**src/rtl/control_mdu_seq.sv**
```systemverilog
// ID-stage control unit for RV32IM: decodes into a registered ID/EX control bundle and
// sequences multi-cycle M-extension operations through a start/done/abort handshake.
module control_mdu_seq #(
    parameter int unsigned ALU_FUN_W   = 6,
    parameter bit          MDU_EN      = 1'b1,
    parameter int unsigned MDU_TIMEOUT = 64
) (
    input  logic                 clk,
    input  logic                 rst_n,
    input  logic                 instr_valid_ctl_i,
    input  logic [2:0]           instr_funct3_ctl_i,
    input  logic [6:0]           instr_funct7_ctl_i,
    input  logic [6:0]           instr_opcode_ctl_i,
    input  logic                 is_r_type_ctl_i,
    input  logic                 is_i_type_ctl_i,
    input  logic                 is_s_type_ctl_i,
    input  logic                 is_b_type_ctl_i,
    input  logic                 is_u_type_ctl_i,
    input  logic                 is_j_type_ctl_i,
    input  logic                 flush_ctl_i,
    input  logic                 stall_ex_ctl_i,
    input  logic                 mdu_done_ctl_i,
    output logic [1:0]           pc_sel_ctl_o,
    output logic                 op1sel_ctl_o,
    output logic [1:0]           op2sel_ctl_o,
    output logic [1:0]           wb_sel_ctl_o,
    output logic                 pc4_sel_ctl_o,
    output logic                 mem_wr_ctl_o,
    output logic                 cpr_en_ctl_o,
    output logic                 rf_en_ctl_o,
    output logic [ALU_FUN_W-1:0] alu_fun_ctl_o,
    output logic                 mdu_start_ctl_o,
    output logic [2:0]           mdu_op_ctl_o,
    output logic                 mdu_abort_ctl_o,
    output logic                 stall_id_ctl_o,
    output logic                 illegal_ctl_o,
    output logic                 mdu_timeout_ctl_o
);

    localparam int unsigned CNT_W = (MDU_TIMEOUT > 2) ? $clog2(MDU_TIMEOUT) : 1;
    localparam logic [CNT_W-1:0] CNT_MAX = CNT_W'(MDU_TIMEOUT - 1);

    localparam logic [6:0] OPC_OP     = 7'b0110011;
    localparam logic [6:0] OPC_IMM    = 7'b0010011;
    localparam logic [6:0] OPC_LOAD   = 7'b0000011;
    localparam logic [6:0] OPC_STORE  = 7'b0100011;
    localparam logic [6:0] OPC_BRANCH = 7'b1100011;
    localparam logic [6:0] OPC_JALR   = 7'b1100111;
    localparam logic [6:0] OPC_JAL    = 7'b1101111;
    localparam logic [6:0] OPC_LUI    = 7'b0110111;
    localparam logic [6:0] OPC_AUIPC  = 7'b0010111;

    localparam logic [5:0] ALU_ADD  = 6'b000000;
    localparam logic [5:0] ALU_SUB  = 6'b000001;
    localparam logic [5:0] ALU_SLL  = 6'b000010;
    localparam logic [5:0] ALU_SRL  = 6'b000100;
    localparam logic [5:0] ALU_SRA  = 6'b000110;
    localparam logic [5:0] ALU_OR   = 6'b001000;
    localparam logic [5:0] ALU_AND  = 6'b010000;
    localparam logic [5:0] ALU_XOR  = 6'b100000;
    localparam logic [5:0] ALU_SLT  = 6'b101001;
    localparam logic [5:0] ALU_SLTU = 6'b110001;

    typedef enum logic [0:0] {S_RUN, S_WAIT} state_e;

    typedef struct packed {
        logic [1:0]           pc_sel;
        logic                 op1sel;
        logic [1:0]           op2sel;
        logic [1:0]           wb_sel;
        logic                 pc4_sel;
        logic                 mem_wr;
        logic                 cpr_en;
        logic                 rf_en;
        logic [ALU_FUN_W-1:0] alu_fun;
    } ctrl_t;

    function automatic ctrl_t mk(input logic [1:0] pc, input logic o1, input logic [1:0] o2,
                                 input logic [1:0] wb, input logic p4, input logic mw,
                                 input logic cp, input logic rf, input logic [5:0] alu);
        ctrl_t c;
        c.pc_sel  = pc;
        c.op1sel  = o1;
        c.op2sel  = o2;
        c.wb_sel  = wb;
        c.pc4_sel = p4;
        c.mem_wr  = mw;
        c.cpr_en  = cp;
        c.rf_en   = rf;
        c.alu_fun = ALU_FUN_W'(alu);
        return c;
    endfunction

    // alt selects SUB/SRA over ADD/SRL
    function automatic logic [5:0] alu_code(input logic alt, input logic [2:0] f3);
        logic [5:0] a;
        a = ALU_ADD;
        casez ({alt, f3})
            4'b0000: a = ALU_ADD;
            4'b1000: a = ALU_SUB;
            4'b?001: a = ALU_SLL;
            4'b?010: a = ALU_SLT;
            4'b?011: a = ALU_SLTU;
            4'b?100: a = ALU_XOR;
            4'b0101: a = ALU_SRL;
            4'b1101: a = ALU_SRA;
            4'b?110: a = ALU_OR;
            4'b?111: a = ALU_AND;
            default: a = ALU_ADD;
        endcase
        return a;
    endfunction

    state_e           state_q, state_d;
    logic [CNT_W-1:0] cnt_q, cnt_d;
    logic             pend_q, pend_d;
    ctrl_t            ctrl_q, ctrl_d;
    logic             illegal_q, illegal_d;
    logic [2:0]       mdu_op_q, mdu_op_d;
    logic             timeout_q, timeout_d;
    logic             start_c, abort_c, stall_id_c;

    ctrl_t            dec;
    logic             dec_ok;
    logic             is_mop;
    logic             done_eff;

    logic [2:0] f3;
    logic [6:0] f7;
    assign f3 = instr_funct3_ctl_i;
    assign f7 = instr_funct7_ctl_i;

    // Combinational instruction decode (base ISA only; M-ops handled by the FSM)
    always_comb begin
        dec    = '0;
        dec_ok = 1'b0;
        is_mop = (instr_opcode_ctl_i == OPC_OP) && is_r_type_ctl_i && (f7 == 7'b0000001);
        case (instr_opcode_ctl_i)
            OPC_OP: begin
                if (is_r_type_ctl_i && ((f7 == 7'b0000000) ||
                    ((f7 == 7'b0100000) && ((f3 == 3'b000) || (f3 == 3'b101))))) begin
                    dec_ok = 1'b1;
                    dec    = mk(2'b00, 1'b0, 2'b11, 2'b01, 1'b0, 1'b0, 1'b0, 1'b1, alu_code(f7[5], f3));
                end
            end
            OPC_LOAD: begin
                if (is_i_type_ctl_i && (f3 != 3'b011) && (f3 != 3'b110) && (f3 != 3'b111)) begin
                    dec_ok = 1'b1;
                    dec    = mk(2'b00, 1'b0, 2'b01, 2'b00, 1'b0, 1'b0, 1'b0, 1'b1, ALU_ADD);
                end
            end
            OPC_IMM: begin
                if (is_i_type_ctl_i && ((f3 == 3'b001) ? (f7 == 7'b0000000) :
                    (f3 == 3'b101) ? ((f7 == 7'b0000000) || (f7 == 7'b0100000)) : 1'b1)) begin
                    dec_ok = 1'b1;
                    dec    = mk(2'b00, 1'b0, 2'b01, 2'b01, 1'b0, 1'b0, 1'b0, 1'b1,
                                alu_code((f3 == 3'b101) && f7[5], f3));
                end
            end
            OPC_JALR: begin
                if (is_i_type_ctl_i && (f3 == 3'b000)) begin
                    dec_ok = 1'b1;
                    dec    = mk(2'b10, 1'b0, 2'b01, 2'b01, 1'b1, 1'b0, 1'b0, 1'b1, ALU_ADD);
                end
            end
            OPC_STORE: begin
                if (is_s_type_ctl_i && ((f3 == 3'b000) || (f3 == 3'b001) || (f3 == 3'b010))) begin
                    dec_ok = 1'b1;
                    dec    = mk(2'b00, 1'b0, 2'b01, 2'b01, 1'b0, 1'b1, 1'b0, 1'b0, ALU_ADD);
                end
            end
            OPC_BRANCH: begin
                if (is_b_type_ctl_i && (f3 != 3'b010) && (f3 != 3'b011)) begin
                    dec_ok = 1'b1;
                    dec    = mk(2'b01, 1'b0, 2'b11, 2'b00, 1'b0, 1'b0, 1'b0, 1'b0, ALU_ADD);
                end
            end
            OPC_AUIPC: begin
                if (is_u_type_ctl_i) begin
                    dec_ok = 1'b1;
                    dec    = mk(2'b00, 1'b1, 2'b10, 2'b01, 1'b0, 1'b0, 1'b0, 1'b1, ALU_ADD);
                end
            end
            OPC_LUI: begin
                if (is_u_type_ctl_i) begin
                    dec_ok = 1'b1;
                    dec    = mk(2'b00, 1'b1, 2'b00, 2'b01, 1'b0, 1'b0, 1'b0, 1'b1, ALU_ADD);
                end
            end
            OPC_JAL: begin
                if (is_j_type_ctl_i) begin
                    dec_ok = 1'b1;
                    dec    = mk(2'b01, 1'b1, 2'b00, 2'b01, 1'b0, 1'b0, 1'b0, 1'b0, ALU_ADD);
                end
            end
            default: begin
                dec_ok = 1'b0;
            end
        endcase
    end

    assign done_eff = mdu_done_ctl_i | pend_q;

    // Next-state, bundle register and handshake control
    always_comb begin
        state_d    = state_q;
        cnt_d      = cnt_q;
        pend_d     = pend_q;
        ctrl_d     = ctrl_q;
        illegal_d  = illegal_q;
        mdu_op_d   = mdu_op_q;
        timeout_d  = timeout_q;
        start_c    = 1'b0;
        abort_c    = 1'b0;
        stall_id_c = 1'b0;
        case (state_q)
            S_RUN: begin
                stall_id_c = instr_valid_ctl_i && is_mop && MDU_EN && !flush_ctl_i;
                if (flush_ctl_i) begin
                    ctrl_d    = '0;
                    illegal_d = 1'b0;
                end else if (!stall_ex_ctl_i) begin
                    ctrl_d    = '0;
                    illegal_d = 1'b0;
                    if (instr_valid_ctl_i) begin
                        if (is_mop && MDU_EN) begin
                            start_c  = 1'b1;
                            mdu_op_d = f3;
                            cnt_d    = '0;
                            pend_d   = 1'b0;
                            state_d  = S_WAIT;
                        end else if (dec_ok) begin
                            ctrl_d = dec;
                        end else begin
                            illegal_d = 1'b1;
                        end
                    end
                end
            end
            S_WAIT: begin
                stall_id_c = 1'b1;
                if (flush_ctl_i) begin
                    abort_c    = 1'b1;
                    ctrl_d     = '0;
                    illegal_d  = 1'b0;
                    pend_d     = 1'b0;
                    stall_id_c = 1'b0;
                    state_d    = S_RUN;
                end else if (stall_ex_ctl_i) begin
                    pend_d = pend_q | mdu_done_ctl_i;
                end else if (done_eff) begin
                    ctrl_d     = mk(2'b00, 1'b0, 2'b00, 2'b11, 1'b0, 1'b0, 1'b0, 1'b1, ALU_ADD);
                    illegal_d  = 1'b0;
                    pend_d     = 1'b0;
                    stall_id_c = 1'b0;
                    state_d    = S_RUN;
                end else if (cnt_q == CNT_MAX) begin
                    abort_c    = 1'b1;
                    timeout_d  = 1'b1;
                    ctrl_d     = '0;
                    illegal_d  = 1'b0;
                    stall_id_c = 1'b0;
                    state_d    = S_RUN;
                end else begin
                    ctrl_d    = '0;
                    illegal_d = 1'b0;
                    cnt_d     = cnt_q + CNT_W'(1);
                end
            end
            default: begin
                state_d = S_RUN;
            end
        endcase
    end

    always_ff @(posedge clk or negedge rst_n) begin
        if (!rst_n) begin
            state_q   <= S_RUN;
            cnt_q     <= '0;
            pend_q    <= 1'b0;
            ctrl_q    <= '0;
            illegal_q <= 1'b0;
            mdu_op_q  <= 3'b000;
            timeout_q <= 1'b0;
        end else begin
            state_q   <= state_d;
            cnt_q     <= cnt_d;
            pend_q    <= pend_d;
            ctrl_q    <= ctrl_d;
            illegal_q <= illegal_d;
            mdu_op_q  <= mdu_op_d;
            timeout_q <= timeout_d;
        end
    end

    assign pc_sel_ctl_o      = ctrl_q.pc_sel;
    assign op1sel_ctl_o      = ctrl_q.op1sel;
    assign op2sel_ctl_o      = ctrl_q.op2sel;
    assign wb_sel_ctl_o      = ctrl_q.wb_sel;
    assign pc4_sel_ctl_o     = ctrl_q.pc4_sel;
    assign mem_wr_ctl_o      = ctrl_q.mem_wr;
    assign cpr_en_ctl_o      = ctrl_q.cpr_en;
    assign rf_en_ctl_o       = ctrl_q.rf_en;
    assign alu_fun_ctl_o     = ctrl_q.alu_fun;
    assign illegal_ctl_o     = illegal_q;
    assign mdu_op_ctl_o      = mdu_op_q;
    assign mdu_timeout_ctl_o = timeout_q;
    // Handshake strobes are held low while reset is asserted
    assign mdu_start_ctl_o   = start_c & rst_n;
    assign mdu_abort_ctl_o   = abort_c & rst_n;
    assign stall_id_ctl_o    = stall_id_c & rst_n;

endmodule

```
**config.mk**
```make
export PLATFORM = sky130hd
export DESIGN_NAME = control_mdu_seq
export DESIGN_NICKNAME = d
export VERILOG_FILES = /design/src/rtl/control_mdu_seq.sv
export SDC_FILE = /design/constraint.sdc
export NUM_CORES = 1
export LEC_CHECK = 0
export CORE_MARGIN = 2
export CORE_UTILIZATION = 35
export DETAILED_ROUTE_END_ITERATION = 8
export MAX_ROUTING_LAYER = met4
export PLACE_DENSITY = 0.65
export SYNTH_ARGS = -nofsm -noshare
export SYNTH_HDL_FRONTEND = slang
export SYNTH_SLANG_ARGS = --single-unit
```
**constraint.sdc**
```tcl
create_clock -name clk -period 3.45 [get_ports clk]
set_input_delay 0.69 -clock clk [delete_from_list [all_inputs] [get_ports clk]]
set_output_delay 0.69 -clock clk [all_outputs]
set_load 0.1 [all_outputs]
```
==> impl_metrics.ini, run 1 <==
[cts]
clock_sinks = 28
clk_pin_slew_worst_paths_ps = 90
numCtsBuffers = 3
root_buffer = clkbuf_8
cts.path.max_buffers = 2
cts_tree = built
clock_latency_ps = 280
ctsResizeCount = 0
cts_hold_buf = 0
cts_setup_buffers = 0
htreeDepth = 1

[synth]
synth-main-ff-cell = dfrtp_1
syn_avg_cell_area_um2 = 8.73
synth_cell_types = 48
synth.ff_latch_count = 28
netlist_area_um2 = 1730
synth_edf_count = 0
synth-async-reset-ratio = 1.00
synth-seq-area-share = 0.406
synth_warnings = 0
synth_nets = 228
postSynthCellCount = 198

[sta]
hold_viol = 0
fin_crit_sh = 0.948
slew_headroom = 0.348
worst_slack_ps = 178
rsz0062_at_grt = no
setup_viol = 0
fin_crit_ps = 3270
max_freq_ghz = 0.306
maxSlewViolCount = 0
finClkSkew_ps = 2.06
setup-tns-final_ps = 0
worst_pin_slew_ps = 974

[floorplanning]
fp.dieW_um = 74.3
dieArea_um2 = 5510
die_y_um = 74.3
coreArea_um2 = 4750
initial_core_util = 0.363
rows = 25
io_pins = 54

[drt]
antenna_left = 0
firstDrtPassIters = 4
drt_iter0_markers = 151
drc = 0
vias_per_cell = 5.13
wl_um = 4450
wl_per_cell_um = 14.0
vias = 1637

[setup_path]
arrival_ps = 2580
critPathMaxStageDelay_ps = 520
cp_cell_sequence = clkdlybuf4s50_1 > nor4bb_1 > buf_4 > nand4_4 > or2_4 > nand2_1 > and3_1 > buf_12
crit_buf_inv = 3
cpMaxStageDelayCell = clkdlybuf4s50_1
worstPathRequired_ps = 2760
regToRegSetupSlack_ps = 1410
worstSetupStartpointType = input pin
end_kind = primary output
crit_type = input pin to primary output
crit_fanout = 7
crit_family = simple AND/OR/NAND/NOR gates

[grt]
grt_overflow = 0
grt_pass1_vias = 1602
grt_max_degree = 19
grt_pass1_wl_um = 7580
grt_use_total = 0.181
antenna_found_initial = 0

[pwr]
p_per_area_nw_per_um2 = 288
p_leak_uw = 0.00104
peakVddDrop_v = 0.000195

[placed_design]
place_hpwl_um = 3590
pre_cts_ws_ps = 171
gp_congestion = 0.830
numPortBuffers = 52
place_area_um2 = 2380

[final_layout]
layout_commonest_cell = clkdlybuf4s50_1
final_area_um2 = 2450
area_delta_synth_final_pct = 41.6
final_layout_size_suffix_gt1_frac = 0.111
diodes = 0
finalNetCount = 283
layout_common_cells = 48 x clkdlybuf4s50_1, 31 x nand2_1, 28 x dfrtp_1

[outcome]
status = finished clean

[worst_hold_path]
hold_class = flip-flop to flip-flop

[flow_run]
cap_violations = 0
==> synthesized netlist by cell type (4+ instances only) <==
cell / n / share of area
and3_1: 5 / 0.018
a21boi_0: 4 / 0.017
nand3_1: 6 / 0.017
dfrtp_1: 28 / 0.41
nand2b_1: 7 / 0.025
inv_1: 6 / 0.013
nand2_1: 31 / 0.067
nor2_1: 16 / 0.035
a21oi_1: 4 / 0.012
nor3_1: 4 / 0.012
nand4_1: 7 / 0.025
a31oi_1: 4 / 0.014
o21ai_0: 16 / 0.046
clkbuf_1: 7 / 0.015
nor4_1: 4 / 0.014
==> report_power, final <==
group          leakage [uW]  internal [uW]  switching [uW]
Clock             0.0000357            155             104
Sequential         0.000385            329           0.748
Combinational      0.000620           51.3            64.3
Total               0.00104            536             169
==> worst register-to-register path: cells and delay by family, from the launching register on <==
family                   cells  cell delay [ps]
AO/OA/AOI/OAI                3              910
flip-flops                   1              420
adder cells (fa/ha/maj)      1              240
AND/OR/NAND/NOR              2              330
==> layer usage <==
metal,part of all wire,global-route usage
met1,0.47,0.241
met2,0.47,0.294
met3,0.053,0.0352
met4,0.0065,0.0298
met5,0,-
==> kinds of logic (layout without fill, tap and decap cells) <==
family                     Yosys count  count (layout)  synth area share
and+or+nand+nor                    102             102             0.332
AOI/OAI and AO/OA                   43              43             0.169
muxes                                4               4            0.0319
DFF                                 28              28             0.406
adders and majority gates            1               1           0.00724
buffers and inverters               18              72            0.0471
xor gates and xnor gates             1               1           0.00507
other                                1               1           0.00217
==> through the flow <==
stage	hold WS [ps]	util	power (uW)	std cells
after CTS	488	0.515	713	319
after global placement	460	0.500	452	315
after detailed placement	466	0.500	452	315
after floorplan	394	-	391	198
final	480	0.515	705	319
after global routing	504	0.515	736	319
==> path summary, 6_finish.rpt <==
path / from / to / cells after the start
min in group asynchronous: rst_n / cnt_q[2] / 2
max reg2reg: cnt_q[0] / cnt_q[4] / 6
max in group asynchronous: rst_n / pc_sel_ctl_o[0] / 2
min: mdu_timeout_ctl_o / mdu_timeout_ctl_o / 1
max: instr_opcode_ctl_i[0] / stall_id_ctl_o / 8
min reg2reg: mdu_timeout_ctl_o / mdu_timeout_ctl_o / 1
==> flip-flops by register name, indices dropped and copies added, names as in the netlist <==
| name | flops |
|---|---|
| state_q | 1 |
| mem_wr_ctl_o | 1 |
| mdu_op_ctl_o | 3 |
| op2sel_ctl_o | 2 |
| op1sel_ctl_o | 1 |
| wb_sel_ctl_o | 2 |
| mdu_timeout_ctl_o | 1 |
| pc_sel_ctl_o | 2 |
| cnt_q | 6 |
| alu_fun_ctl_o | 6 |
| rf_en_ctl_o | 1 |
| pend_q | 1 |
| illegal_ctl_o | 1 |
==> cell type report <==
type / instances / area, um2
fill: 484 / 2310
multi-input combinational: 152 / 946
sequential: 28 / 701
timing repair buffer: 62 / 623
tap: 67 / 83.8
clock buffer: 3 / 41.3
clock inverter: 1 / 30.0
inverter: 6 / 22.5
No activity file was read; power rests on OpenSTA's default activity.
==> inputs of run 2 (changes only) <==
Settings changed: CORE_UTILIZATION 35 to 40, GPL_TIMING_DRIVEN set to 0, PLACE_DENSITY 0.65 to 0.72.
==> run 2 against run 1 <==
  * Sequential share of layout area grew 1.6 points
  * Final area shrank 5.4%
  * Cell count shrank 6.9%
  * Combinational power shrank 10%
  * Routed wire length shrank 5.2%
  * Worst setup slack lost 81 ps
  * Sequential power is essentially flat
  * First-iteration DRC count shrank 40%
  * Utilization grew 5.2 points
  * Worst hold slack lost 5.3 ps
  * Largest cell class unchanged
  * Largest power group unchanged
==> impl_metrics.ini, run 2 (synthesis results as in run 1) <==
[worst_hold_path]
hold_class = flip-flop to flip-flop
hp-start = mdu_timeout_ctl_o

[grt]
antenna_found_initial = 0
grt_use_total = 0.176
grt_overflow = 0
grt_pass1_wl_um = 6870
grt_max_degree = 32
grt_pass1_vias = 1484

[drt]
wl_per_cell_um = 14.2
antenna_left = 0
firstDrtPassIters = 4
drt_iter0_markers = 91
wl_um = 4220
vias = 1632
vias_per_cell = 5.49
drc = 0

[pwr]
peakVddDrop_v = 0.000134
p_leak_uw = 0.000991
finalPower_uw = 696
p_per_area_nw_per_um2 = 301

[sta]
fin_crit_sh = 0.972
fin_crit_ps = 3350
setup-tns-final_ps = 0
worst_slack_ps = 96.9
finClkSkew_ps = 6.32
slew_headroom = 0.349
fin_hold_ws_ps = 475
rsz0062_at_grt = yes
worst_pin_slew_ps = 973
max_freq_ghz = 0.298
maxSlewViolCount = 0
hold_viol = 0
setup_viol = 0

[cts]
htreeDepth = 1
root_buffer = clkbuf_8
cts_hold_buf = 0
cts_setup_buffers = 0
numCtsBuffers = 3
clock_latency_ps = 270
clk_pin_slew_worst_paths_ps = 100
clock_sinks = 28
cts.path.max_buffers = 2
cts_tree = built

[final_layout]
layout_common_cells = 41 x clkdlybuf4s50_1, 31 x nand2_1, 28 x dfrtp_1
n_fill_cell = 376
layout_commonest_cell = clkdlybuf4s50_1
area_delta_synth_final_pct = 34.0
final_layout_size_suffix_gt1_frac = 0.0931
diodes = 0
finalNetCount = 278

[setup_path]
r2r-start = cnt_q[0]
worstSetupStartpointType = input pin
crit_start = mdu_done_ctl_i
end_kind = primary output
crit_type = input pin to primary output
regToRegSetupSlack_ps = 1410
worstPathRequired_ps = 2760
arrival_ps = 2660
crit_fanout = 4

[outcome]
status = finished clean

[placed_design]
gp_congestion = 0.872
pre_cts_ws_ps = -852
place_hpwl_um = 3260
numPortBuffers = 45

[floorplanning]
coreArea_um2 = 4090
rows = 23
io_pins = 54
fp.dieW_um = 69.7
die_y_um = 69.7
initial_core_util = 0.423
dieArea_um2 = 4860

[flow_run]
cap_violations = 0
[run 2: cell types whose count changed in the layout (fill, tap and decap cells not counted)]
cell             before  now
nor4_2                0    1
clkbuf_1              0    7
clkdlybuf4s50_1      48   41
buf_2                 0    3
buf_12                3    0
buf_4                11    3
dlygate4sd2_1         0    1
buf_6                 0    1
nor4_1                4    3
clkdlybuf4s15_2       0    1
[run 2: cell type report]
| class | count | area, um2 | share of cell area |
|---|---|---|---|
| Multi-Input combinational cell | 152 | 952 | 0.411 |
| Sequential cell | 28 | 701 | 0.303 |
| Timing Repair Buffer | 45 | 447 | 0.193 |
| Tap cell | 50 | 62.6 | 0.0270 |
| Buffer | 12 | 58.8 | 0.0254 |
| Clock buffer | 3 | 41.3 | 0.0178 |
| Clock inverter | 1 | 30.0 | 0.0130 |
| Inverter | 6 | 22.5 | 0.00973 |
[run 2: where the power goes]
group | internal, uW | switching (uW) | leakage, uW
combinational | 41.1 | 62.7 | 0.000570
clock | 155 | 107 | 0.0000357
sequential | 329 | 0.740 | 0.000385
total | 526 | 170 | 0.000991
[run 2: routing by layer]
layer / track usage / vias to the layer above / part of all wire
li1: - / 815 / -
met1: 0.244 / 764 / 0.51
met2: 0.277 / 51 / 0.44
met3: 0.0247 / 2 / 0.044
met4: 0.0385 / 0 / 0.0081
met5: - / - / 0
[run 2: worst max-delay path, stage by stage]
cell	delay [ps]
clkdlybuf4s50_1	410
or2_2	330
nor3_1	210
o211a_1	170
dlygate4sd2_1	850
[run 2: through the flow]
step | cells | cell area, um2 | util
after global placement | 293 | 2240 | 0.548
after global routing | 297 | 2310 | 0.566
after CTS | 297 | 2300 | 0.564
after detailed placement | 293 | 2240 | 0.548
after floorplan | 198 | 1730 | -
final | 297 | 2310 | 0.566
[run 2: path summary, 6_finish.rpt]
check                                     to  cells after the start
setup / recovery             mdu_abort_ctl_o                      5
hold / removal             mdu_timeout_ctl_o                      1
setup reg to reg                    cnt_q[0]                      6
hold reg to reg            mdu_timeout_ctl_o                      1
max in group asynchronous    op2sel_ctl_o[1]                      1
min in group asynchronous           cnt_q[2]                      1
[run 2: timing repair]
item | 4_1_cts | 5_1_grt
pin swaps | 0 | 0
endpoints found under the setup margin | 3 | 2
resized for setup | 15 | 2
==> inputs of run 3 (changes only) <==
Settings changed: CORE_MARGIN 2 to 1.5.
==> run 3 against run 2 <==
  * Routed wire length down 0.40%
  * Non-clock buffer count unchanged
  * Worst setup slack better by 20 ps
==> impl_metrics.ini, run 3 (synthesis results as in run 1) <==
[outcome]
status = finished clean

[grt]
grt_overflow = 0
top_usage_layer = met2
grt_use_total = 0.206
use_met3 = 0.0195
grt_max_degree = 32
grt_pass1_vias = 1545
antenna_found_initial = 0
met1_usage = 0.281
grt_use_met2 = 0.319
grt_pass1_wl_um = 7080

[cts]
cts_hold_buf = 0
numCtsBuffers = 3
ctsResizeCount = 15
clock_latency_ps = 270
clock_sinks = 28
root_buffer = clkbuf_8
cts.path.max_buffers = 2
clk_pin_slew_worst_paths_ps = 90
cts_tree = built
htreeDepth = 1
cts_setup_buffers = 0

[setup_path]
critPathMaxStageDelay_ps = 850
cp_cell_sequence = clkdlybuf4s50_1 > or2_2 > nor3_1 > o211a_1 > dlygate4sd2_1
cpMaxStageDelayCell = dlygate4sd2_1
end_kind = primary output
crit_type = input pin to primary output
crit_fanout = 4
worstPathRequired_ps = 2760
worstSetupStartpointType = input pin
arrival_ps = 2640

[sta]
rsz0062_at_grt = no
fin_crit_ps = 3330
fin_crit_sh = 0.966
setup_viol = 0
hold_viol = 0
fin_hold_ws_ps = 474
max_freq_ghz = 0.300
slew_headroom = 0.347
setup-tns-final_ps = 0
worst_pin_slew_ps = 977
maxSlewViolCount = 0
worst_slack_ps = 117
finClkSkew_ps = 2.31

[pwr]
finalPower_uw = 635
p_per_area_nw_per_um2 = 276
peakVddDrop_v = 0.000150
p_leak_uw = 0.000984

[placed_design]
gp_congestion = 0.879
pre_cts_ws_ps = -851
numPortBuffers = 45
place_hpwl_um = 3320

[drt]
vias = 1645
firstDrtPassIters = 4
wl_um = 4210
drc = 0
drt_iter0_markers = 131
vias_per_cell = 5.54
wl_per_cell_um = 14.2
antenna_left = 0

[final_layout]
final_layout_size_suffix_gt1_frac = 0.0931
finalNetCount = 278
layout_commonest_cell = clkdlybuf4s50_1
layout_common_cells = 41 x clkdlybuf4s50_1, 31 x nand2_1, 28 x dfrtp_1
area_delta_synth_final_pct = 33.0
diodes = 0
n_fill_cell = 392
multi_input_area_um2 = 952
regArea_um2 = 701

[floorplanning]
dieArea_um2 = 4720
coreArea_um2 = 4090
io_pins = 54
die_y_um = 68.7
fp.dieW_um = 68.7
initial_core_util = 0.423
rows = 23

[worst_hold_path]
hold_class = flip-flop to flip-flop

[flow_run]
cap_violations = 0
==> run 3: changes by cell type in the layout (fill, tap and decap cells not counted) <==
cell	before	now
bufinv_16	1	0
clkbuf_8	3	4
==> run 3: final timing paths <==
check                                  start                end  slack [ps]  cells after the start
hold reg to reg            mdu_timeout_ctl_o  mdu_timeout_ctl_o         470                      1
hold / removal             mdu_timeout_ctl_o  mdu_timeout_ctl_o         470                      1
setup reg to reg                    cnt_q[0]           cnt_q[4]        1470                      6
setup / recovery              mdu_done_ctl_i    mdu_abort_ctl_o         120                      5
min in group asynchronous              rst_n           cnt_q[4]         570                      1
max in group asynchronous              rst_n       op1sel_ctl_o        2400                      1
==> run 3: area by class of cell <==
type                       count  share of cell area
tap                           50              0.0272
clock buffer                   4              0.0240
timing repair buffer          45               0.194
sequential                    28               0.305
multi-input combinational    152               0.414
buffer                        12              0.0256
inverter                       6             0.00980
==> run 3: power by group <==
group / internal, uW / switching, uW / total, uW
registers: 329 / 0.765 / 330
clock network: 102 / 99.0 / 201
logic: 41.1 / 62.5 / 104
==> run 3: worst max-delay path: cells and delay by family <==
kind / cells / cell delay, ps
buf+inv: 2 / 1240
simple gates: 2 / 550
compound gates: 1 / 170
==> run 3: per-layer routing <==
metal,vias to the layer above,wire length (um)
met1,775,2030
li1,814,-
met3,5,225
met5,-,0
met4,0,69
met2,51,1880
==> run 3: per-stage QoR <==
stage	utilization	area (um2)	std cells
5_1_grt	0.562	2300	297
3_5_place_dp	0.548	2240	293
6_report	0.562	2300	297
2_1_floorplan	-	1730	198
4_1_cts	0.560	2290	297
3_3_place_gp	0.548	2240	293
